==> config.mk <==
export PLATFORM = sky130hd
export DESIGN_NAME = rob_ring_buffer
export DESIGN_NICKNAME = d
export VERILOG_FILES = /design/src/rtl/rob_pkg.sv /design/src/rtl/rob_retire_select.sv /design/src/rtl/rob_ring_buffer.sv
export SDC_FILE = /design/constraint.sdc
export NUM_CORES = 2
export LEC_CHECK = 0
export BUFFER_PORTS_ARGS = -buffer_cell sky130_fd_sc_hd__buf_2
export CAP_MARGIN = 20
export CORE_MARGIN = 2
export CORE_UTILIZATION = 55
export CTS_CLUSTER_SIZE = 25
export DETAILED_ROUTE_END_ITERATION = 8
export HOLD_SLACK_MARGIN = 0.06
export PLACE_DENSITY = 0.82
export REMOVE_ABC_BUFFERS = 1
export SETUP_SLACK_MARGIN = 0.2
export SLEW_MARGIN = 30
export SYNTH_ARGS = -nofsm -noshare
export SYNTH_HDL_FRONTEND = slang
export SYNTH_SLANG_ARGS = --single-unit
==> constraint.sdc <==
create_clock -name clk -period 6.83 [get_ports clk]
set_input_delay 2.049 -clock clk [delete_from_list [all_inputs] [get_ports clk]]
set_output_delay 2.049 -clock clk [all_outputs]
set_load 0.02 [all_outputs]
==> src/rtl/rob_pkg.sv <==
// Shared constants, per-entry status type and ring-index helper for the reorder buffer.
package rob_pkg;

    localparam int ROB_DEPTH        = 16;
    localparam int ROB_RETIRE_WIDTH = 2;
    localparam int ROB_DATA_WIDTH   = 32;
    localparam int ROB_RES_WIDTH    = 32;

    typedef struct packed {
        logic valid;
        logic done;
    } rob_status_t;

    // Depth is a power of two, so wrapping is a mask rather than a modulo.
    function automatic int unsigned rob_idx_add(input int unsigned base,
                                                input int unsigned off,
                                                input int unsigned depth);
        return (base + off) & (depth - 1);
    endfunction

endpackage

==> src/rtl/rob_retire_select.sv <==
// Combinational choice of the contiguous run of completed entries at the head.
module rob_retire_select
    import rob_pkg::*;
#(
    parameter int DEPTH        = ROB_DEPTH,
    parameter int RETIRE_WIDTH = ROB_RETIRE_WIDTH,
    parameter int IDX_W        = $clog2(DEPTH)
) (
    input  logic [IDX_W:0]          head,
    input  logic [IDX_W:0]          count,
    input  logic [DEPTH-1:0]        done,
    input  logic                    stall,
    input  logic                    flush,
    output logic [RETIRE_WIDTH-1:0] retire_valid,
    output logic [IDX_W:0]          retire_cnt
);

    logic             chain;
    logic [IDX_W-1:0] idx;

    // The chain breaks at the first slot that is empty or not done, keeping retirement in order.
    always_comb begin
        retire_valid = '0;
        retire_cnt   = '0;
        idx          = '0;
        chain        = !stall && !flush;
        for (int k = 0; k < RETIRE_WIDTH; k++) begin
            idx   = IDX_W'(rob_idx_add(int'(head[IDX_W-1:0]), k, DEPTH));
            chain = chain && ((IDX_W+1)'(k) < count) && done[idx];
            retire_valid[k] = chain;
            if (chain) begin
                retire_cnt = retire_cnt + (IDX_W+1)'(1);
            end
        end
    end

endmodule

==> src/rtl/rob_ring_buffer.sv <==
// In-order reorder buffer: allocate at tail, complete by index, retire a contiguous run from head.
module rob_ring_buffer
    import rob_pkg::*;
#(
    parameter  int DATA_WIDTH   = ROB_DATA_WIDTH,
    parameter  int RES_WIDTH    = ROB_RES_WIDTH,
    parameter  int DEPTH        = ROB_DEPTH,
    parameter  int RETIRE_WIDTH = ROB_RETIRE_WIDTH,
    localparam int IDX_W        = $clog2(DEPTH)
) (
    input  logic                              clk,
    input  logic                              rst,
    input  logic                              alloc_valid,
    output logic                              alloc_ready,
    input  logic [DATA_WIDTH-1:0]             alloc_data,
    output logic [IDX_W-1:0]                  alloc_idx,
    input  logic                              cpl_valid,
    input  logic [IDX_W-1:0]                  cpl_idx,
    input  logic [RES_WIDTH-1:0]              cpl_result,
    input  logic                              retire_stall,
    output logic [RETIRE_WIDTH-1:0]           retire_valid,
    output logic [RETIRE_WIDTH*DATA_WIDTH-1:0] retire_data,
    output logic [RETIRE_WIDTH*RES_WIDTH-1:0]  retire_result,
    input  logic                              flush,
    output logic [IDX_W:0]                    count,
    output logic                              full,
    output logic                              empty
);

    logic [IDX_W:0]         head;
    logic [IDX_W:0]         tail;
    rob_status_t            status  [DEPTH];
    logic [DATA_WIDTH-1:0]  payload [DEPTH];
    logic [RES_WIDTH-1:0]   result  [DEPTH];
    logic [DEPTH-1:0]       done_vec;
    logic [IDX_W:0]         retire_cnt;
    logic [IDX_W-1:0]       slot_idx [RETIRE_WIDTH];
    logic                   alloc_fire;
    logic                   cpl_fire;

    assign count       = tail - head;
    assign full        = (count == (IDX_W+1)'(DEPTH));
    assign empty       = (count == '0);
    assign alloc_idx   = tail[IDX_W-1:0];

    // Allocation handshake: an entry is taken on a clock edge where alloc_valid && alloc_ready,
    // alloc_ready depends only on registered pointers, and flush cancels the transfer.
    assign alloc_ready = !full;
    assign alloc_fire  = alloc_valid && alloc_ready && !flush;
    assign cpl_fire    = cpl_valid && status[cpl_idx].valid && !flush;

    always_comb begin
        done_vec = '0;
        for (int i = 0; i < DEPTH; i++) begin
            done_vec[i] = status[i].done;
        end
    end

    rob_retire_select #(
        .DEPTH        (DEPTH),
        .RETIRE_WIDTH (RETIRE_WIDTH),
        .IDX_W        (IDX_W)
    ) u_retire_select (
        .head         (head),
        .count        (count),
        .done         (done_vec),
        .stall        (retire_stall),
        .flush        (flush),
        .retire_valid (retire_valid),
        .retire_cnt   (retire_cnt)
    );

    always_comb begin
        retire_data   = '0;
        retire_result = '0;
        for (int k = 0; k < RETIRE_WIDTH; k++) begin
            slot_idx[k] = IDX_W'(rob_idx_add(int'(head[IDX_W-1:0]), k, DEPTH));
            if (retire_valid[k]) begin
                retire_data[k*DATA_WIDTH +: DATA_WIDTH] = payload[slot_idx[k]];
                retire_result[k*RES_WIDTH +: RES_WIDTH] = result[slot_idx[k]];
            end
        end
    end

    // Retire, allocate and complete never target the same entry in one cycle.
    always_ff @(posedge clk or posedge rst) begin
        if (rst) begin
            head <= '0;
            tail <= '0;
            for (int i = 0; i < DEPTH; i++) begin
                status[i] <= '0;
            end
        end else if (flush) begin
            head <= '0;
            tail <= '0;
            for (int i = 0; i < DEPTH; i++) begin
                status[i] <= '0;
            end
        end else begin
            for (int k = 0; k < RETIRE_WIDTH; k++) begin
                if (retire_valid[k]) begin
                    status[slot_idx[k]] <= '0;
                end
            end
            if (alloc_fire) begin
                status[alloc_idx] <= '{valid: 1'b1, done: 1'b0};
                tail              <= tail + (IDX_W+1)'(1);
            end
            if (cpl_fire) begin
                status[cpl_idx].done <= 1'b1;
            end
            head <= head + retire_cnt;
        end
    end

    always_ff @(posedge clk) begin
        if (alloc_fire) begin
            payload[alloc_idx] <= alloc_data;
        end
        if (cpl_fire) begin
            result[cpl_idx] <= cpl_result;
        end
    end

endmodule

==> qor.csv <==
metric,value,unit
status,"complete, no violations",
CP Depth,11,
final period utilization,96.4,%
"Cell Area, Synth",50400,sq um
flop2flop setup slack,1.91,ns
"Seq/Total Area, Yosys",63.0,%
"Avg Cell Area, Syn",19.8,sq um
number of global-route vias before repair,29900,
Post-Synthesis Cells,2545,
Reg-to-Reg Start,head[0],
# IOs,216,
Post-CTS Setup Bufs,0,
Die H,307,um
Final #Nets,2830,
max incr delay on CP,0.72,ns
Slew Limit Fails,0,
number of flops mapped to enable cells by yosys,1024,
ys flop type,edfxtp_1,
power per standard cell area,235,nW/um^2
# H-tree levels,3,
Leakage,17.7,nW
FP Rows,111,
CTS tree,built,
maximum clock rate,152,MHz
TritonCTS Buffers,108,
PortBufs,215,
Clock Pin Slew Worst Setup and Hold Paths,0.06,ns
Crit Path Category,flip-flop to output pin,
Filler Cell Count,6007,
"area leader, netlist",edfxtp_1,
skew final,0.0206,ns
hold path depth,1,
routed len/inst,33.9,um
Bufs and invs on worst path,4,
DRC,0,
Hold WS,0.515,ns
Max IR drop VDD,0.298,mV
beginning of the worst hold path,status[7],
synth unique cells,60,
cell mode on critical path,inv_1,
CTS root buffer,clkbuf_16,
number of routed nets with antenna violations,0,
Core Area,91200,sq um
share of cells above drive strength 1,39.8,%
Tmin final,6.58,ns
Setup-failing EPs final,0,
Synth-to-Final Area Change,12.4,%
worst slew pin tran,1.00,ns
most frequent cells in the layout,"1024 x edfxtp_1, 585 x mux4_2, 216 x buf_2",
share of the synthesized area in the top cell type,61.0,%
Die ar.,94200,sq um
Sequential Area,31800,sq um
Detailed Routing Iterations Pass 1,5,
Synth area leaders,"edfxtp_1 61%, mux4_2 26%, dfrtp_1 2.1%",
clock latency at the later pin of the worst-skew pair,0.69,ns
GRT Total Usage,29.0,%
grt ovf,0,
initial core utilization,55.3,%
first-pass GRT wire length,199,mm
post-DP HPWL,76.4,mm
Crit Path Max Fanout,34,
"commonest non-fill, non-tap cell in the layout",edfxtp_1,
yosys warns,0,
critical path's top delay family,simple AND/OR/NAND/NOR gates,
Hold Crit Class,flip-flop to flip-flop,
RSZ-0062 raised after global routing,yes,
Iteration-0 DRC Markers,3999,
drt via density,7.21,
Detailed Route WL,136,mm
Final Hold Vio Count,0,
Slew HR,32.9,%
"Hold-fix buffers, CTS",0,
RR Endpoint,head[4],
worst path required time,4.78,ns
antenna violations before repair,15,
slowest CP cell,dfrtp_4,
worst hold path endpoint,status[7],
synthesized flop and latch total,1066,
worst-path cell chain,ha_1 > inv_1 > fa_1 > xnor2_1 > inv_1 > nor4b_1 > o211a_1 > or3_4 > buf_12 > a211oi_1 > buf_2,
"Async S/R FF share, synth",3.94,%
gpl congestion,0.910,
Die Wd,307,um
clk sinks,1066,
CP Launch Type,flip-flop,
largest net degree at the start of global routing,152,
worst reg-to-reg path cell count,15,
Worst Path Arrival,4.54,ns
Max Root-Sink Buffers,3,
area of the multi-input gates,17800,sq um
via count,29000,
Setup TNS,0,ns
CP Capture Type,output pin,
max_cap viols,0,
## cell families (layout without fill, tap and decap cells)
group / after synthesis / after routing / share of synthesized area [%]
buffers and inverters: 250 / 529 / 2.16
multiplexers: 659 / 659 / 27.6
AND/OR/NAND/NOR: 389 / 389 / 3.80
adder cells (fa/ha/maj): 17 / 17 / 0.451
XOR/XNOR: 12 / 12 / 0.208
AO/OA/AOI/OAI: 152 / 152 / 2.75
other: 0 / 7 / 0
flip-flops: 1066 / 1066 / 63.0
## worst reg2reg max path, stage by stage (launching register included)
cell and delay (ns):
dfrtp_4 0.72, ha_1 0.26, inv_1 0.06, fa_1 0.40, xnor2_1 0.29, inv_1 0.10, nor4b_1 0.46, o211a_1 0.23
or3_4 0.62, inv_2 0.19, ha_1 0.33, ha_1 0.15, inv_1 0.06, fa_1 0.45, or3_1 0.39, a21oi_1 0.15
## synthesized netlist by cell type, drive strengths merged, types with 2 or more instances
cell type  instances
o21bai             3
xnor2              7
o21ai             17
nor2              45
dfrtp             42
and3              71
a21oi             10
inv               46
nor4               2
o32ai             11
buf              106
clkbuf            96
nor2b             69
nand2            157
nand2b             2
and2               7
edfxtp          1024
mux4             585
or3                5
fa                 2
mux2i             71
clkinv             2
a32oi             10
a211oi            65
nor4b              2
or2                2
nand3             14
a21o               7
o211ai             3
nand4              3
o31ai              9
ha                15
nor3               7
o21a               2
o41ai              3
xor2               5
mux2               3
## sequential cells by signal (all words and copies together) (netlist names)
| signal | cells |
|---|---|
| payload | 512 |
| result | 512 |
| done_vec | 16 |
| status | 16 |
| head | 5 |
| tail | 5 |
## through the flow
| stage | utilization (%) | power, mW | setup slack, ns | instance area [sq um] | instances |
|---|---|---|---|---|---|
| global placement | 58.0 | 7.60 | 0.691 | 52900 | 3803 |
| floorplan | - | 7.47 | -21.91 | 49500 | 2343 |
| detailed placement | 58.1 | 7.63 | 0.646 | 53000 | 3809 |
| CTS | 61.9 | 13.4 | 0.214 | 56500 | 4004 |
| finish | 62.1 | 13.3 | 0.245 | 56700 | 4017 |
| global route | 62.1 | 13.6 | 0.0252 | 56700 | 4013 |
## report_power, final
part           switching [mW]  internal (mW)
registers              0.0197           7.20
logic                   0.196         0.0837
clock network            2.48           3.36
total                    2.70           10.6
## final cells by class
class	count	share of cell area, %
inverters	48	0.349
flip-flops and latches	1066	56.1
diodes	7	0.0309
well taps	1186	2.62
clock inverters	55	0.980
clock buffers	140	5.12
repair buffers	286	3.41
multi-input cells	1229	31.4
## worst max path at each step
stage | start | end
after floorplan | head[0] | retire_data[63]
after global placement | flush | retire_data[63]
after detailed placement | flush | retire_data[56]
after CTS | head[0] | retire_data[63]
after global routing | head[0] | retire_data[63]
final | head[0] | retire_data[63]
## what timing repair did
item,in CTS,in global routing
endpoints found under the setup margin,1,51
cloned,0,1
pin swaps,0,1
resized for setup,1,3
## routing by layer
layer  routed length [um]  global-route usage [%]  up-vias
met3                13400                    6.04      379
met4                 5340                    10.6       20
met2                70200                    49.4     2074
met1                47200                    37.2    15300
li1                     -                       -    11200
met5                  144                       0        -
Note: power is estimated with default switching activity, not from simulation.
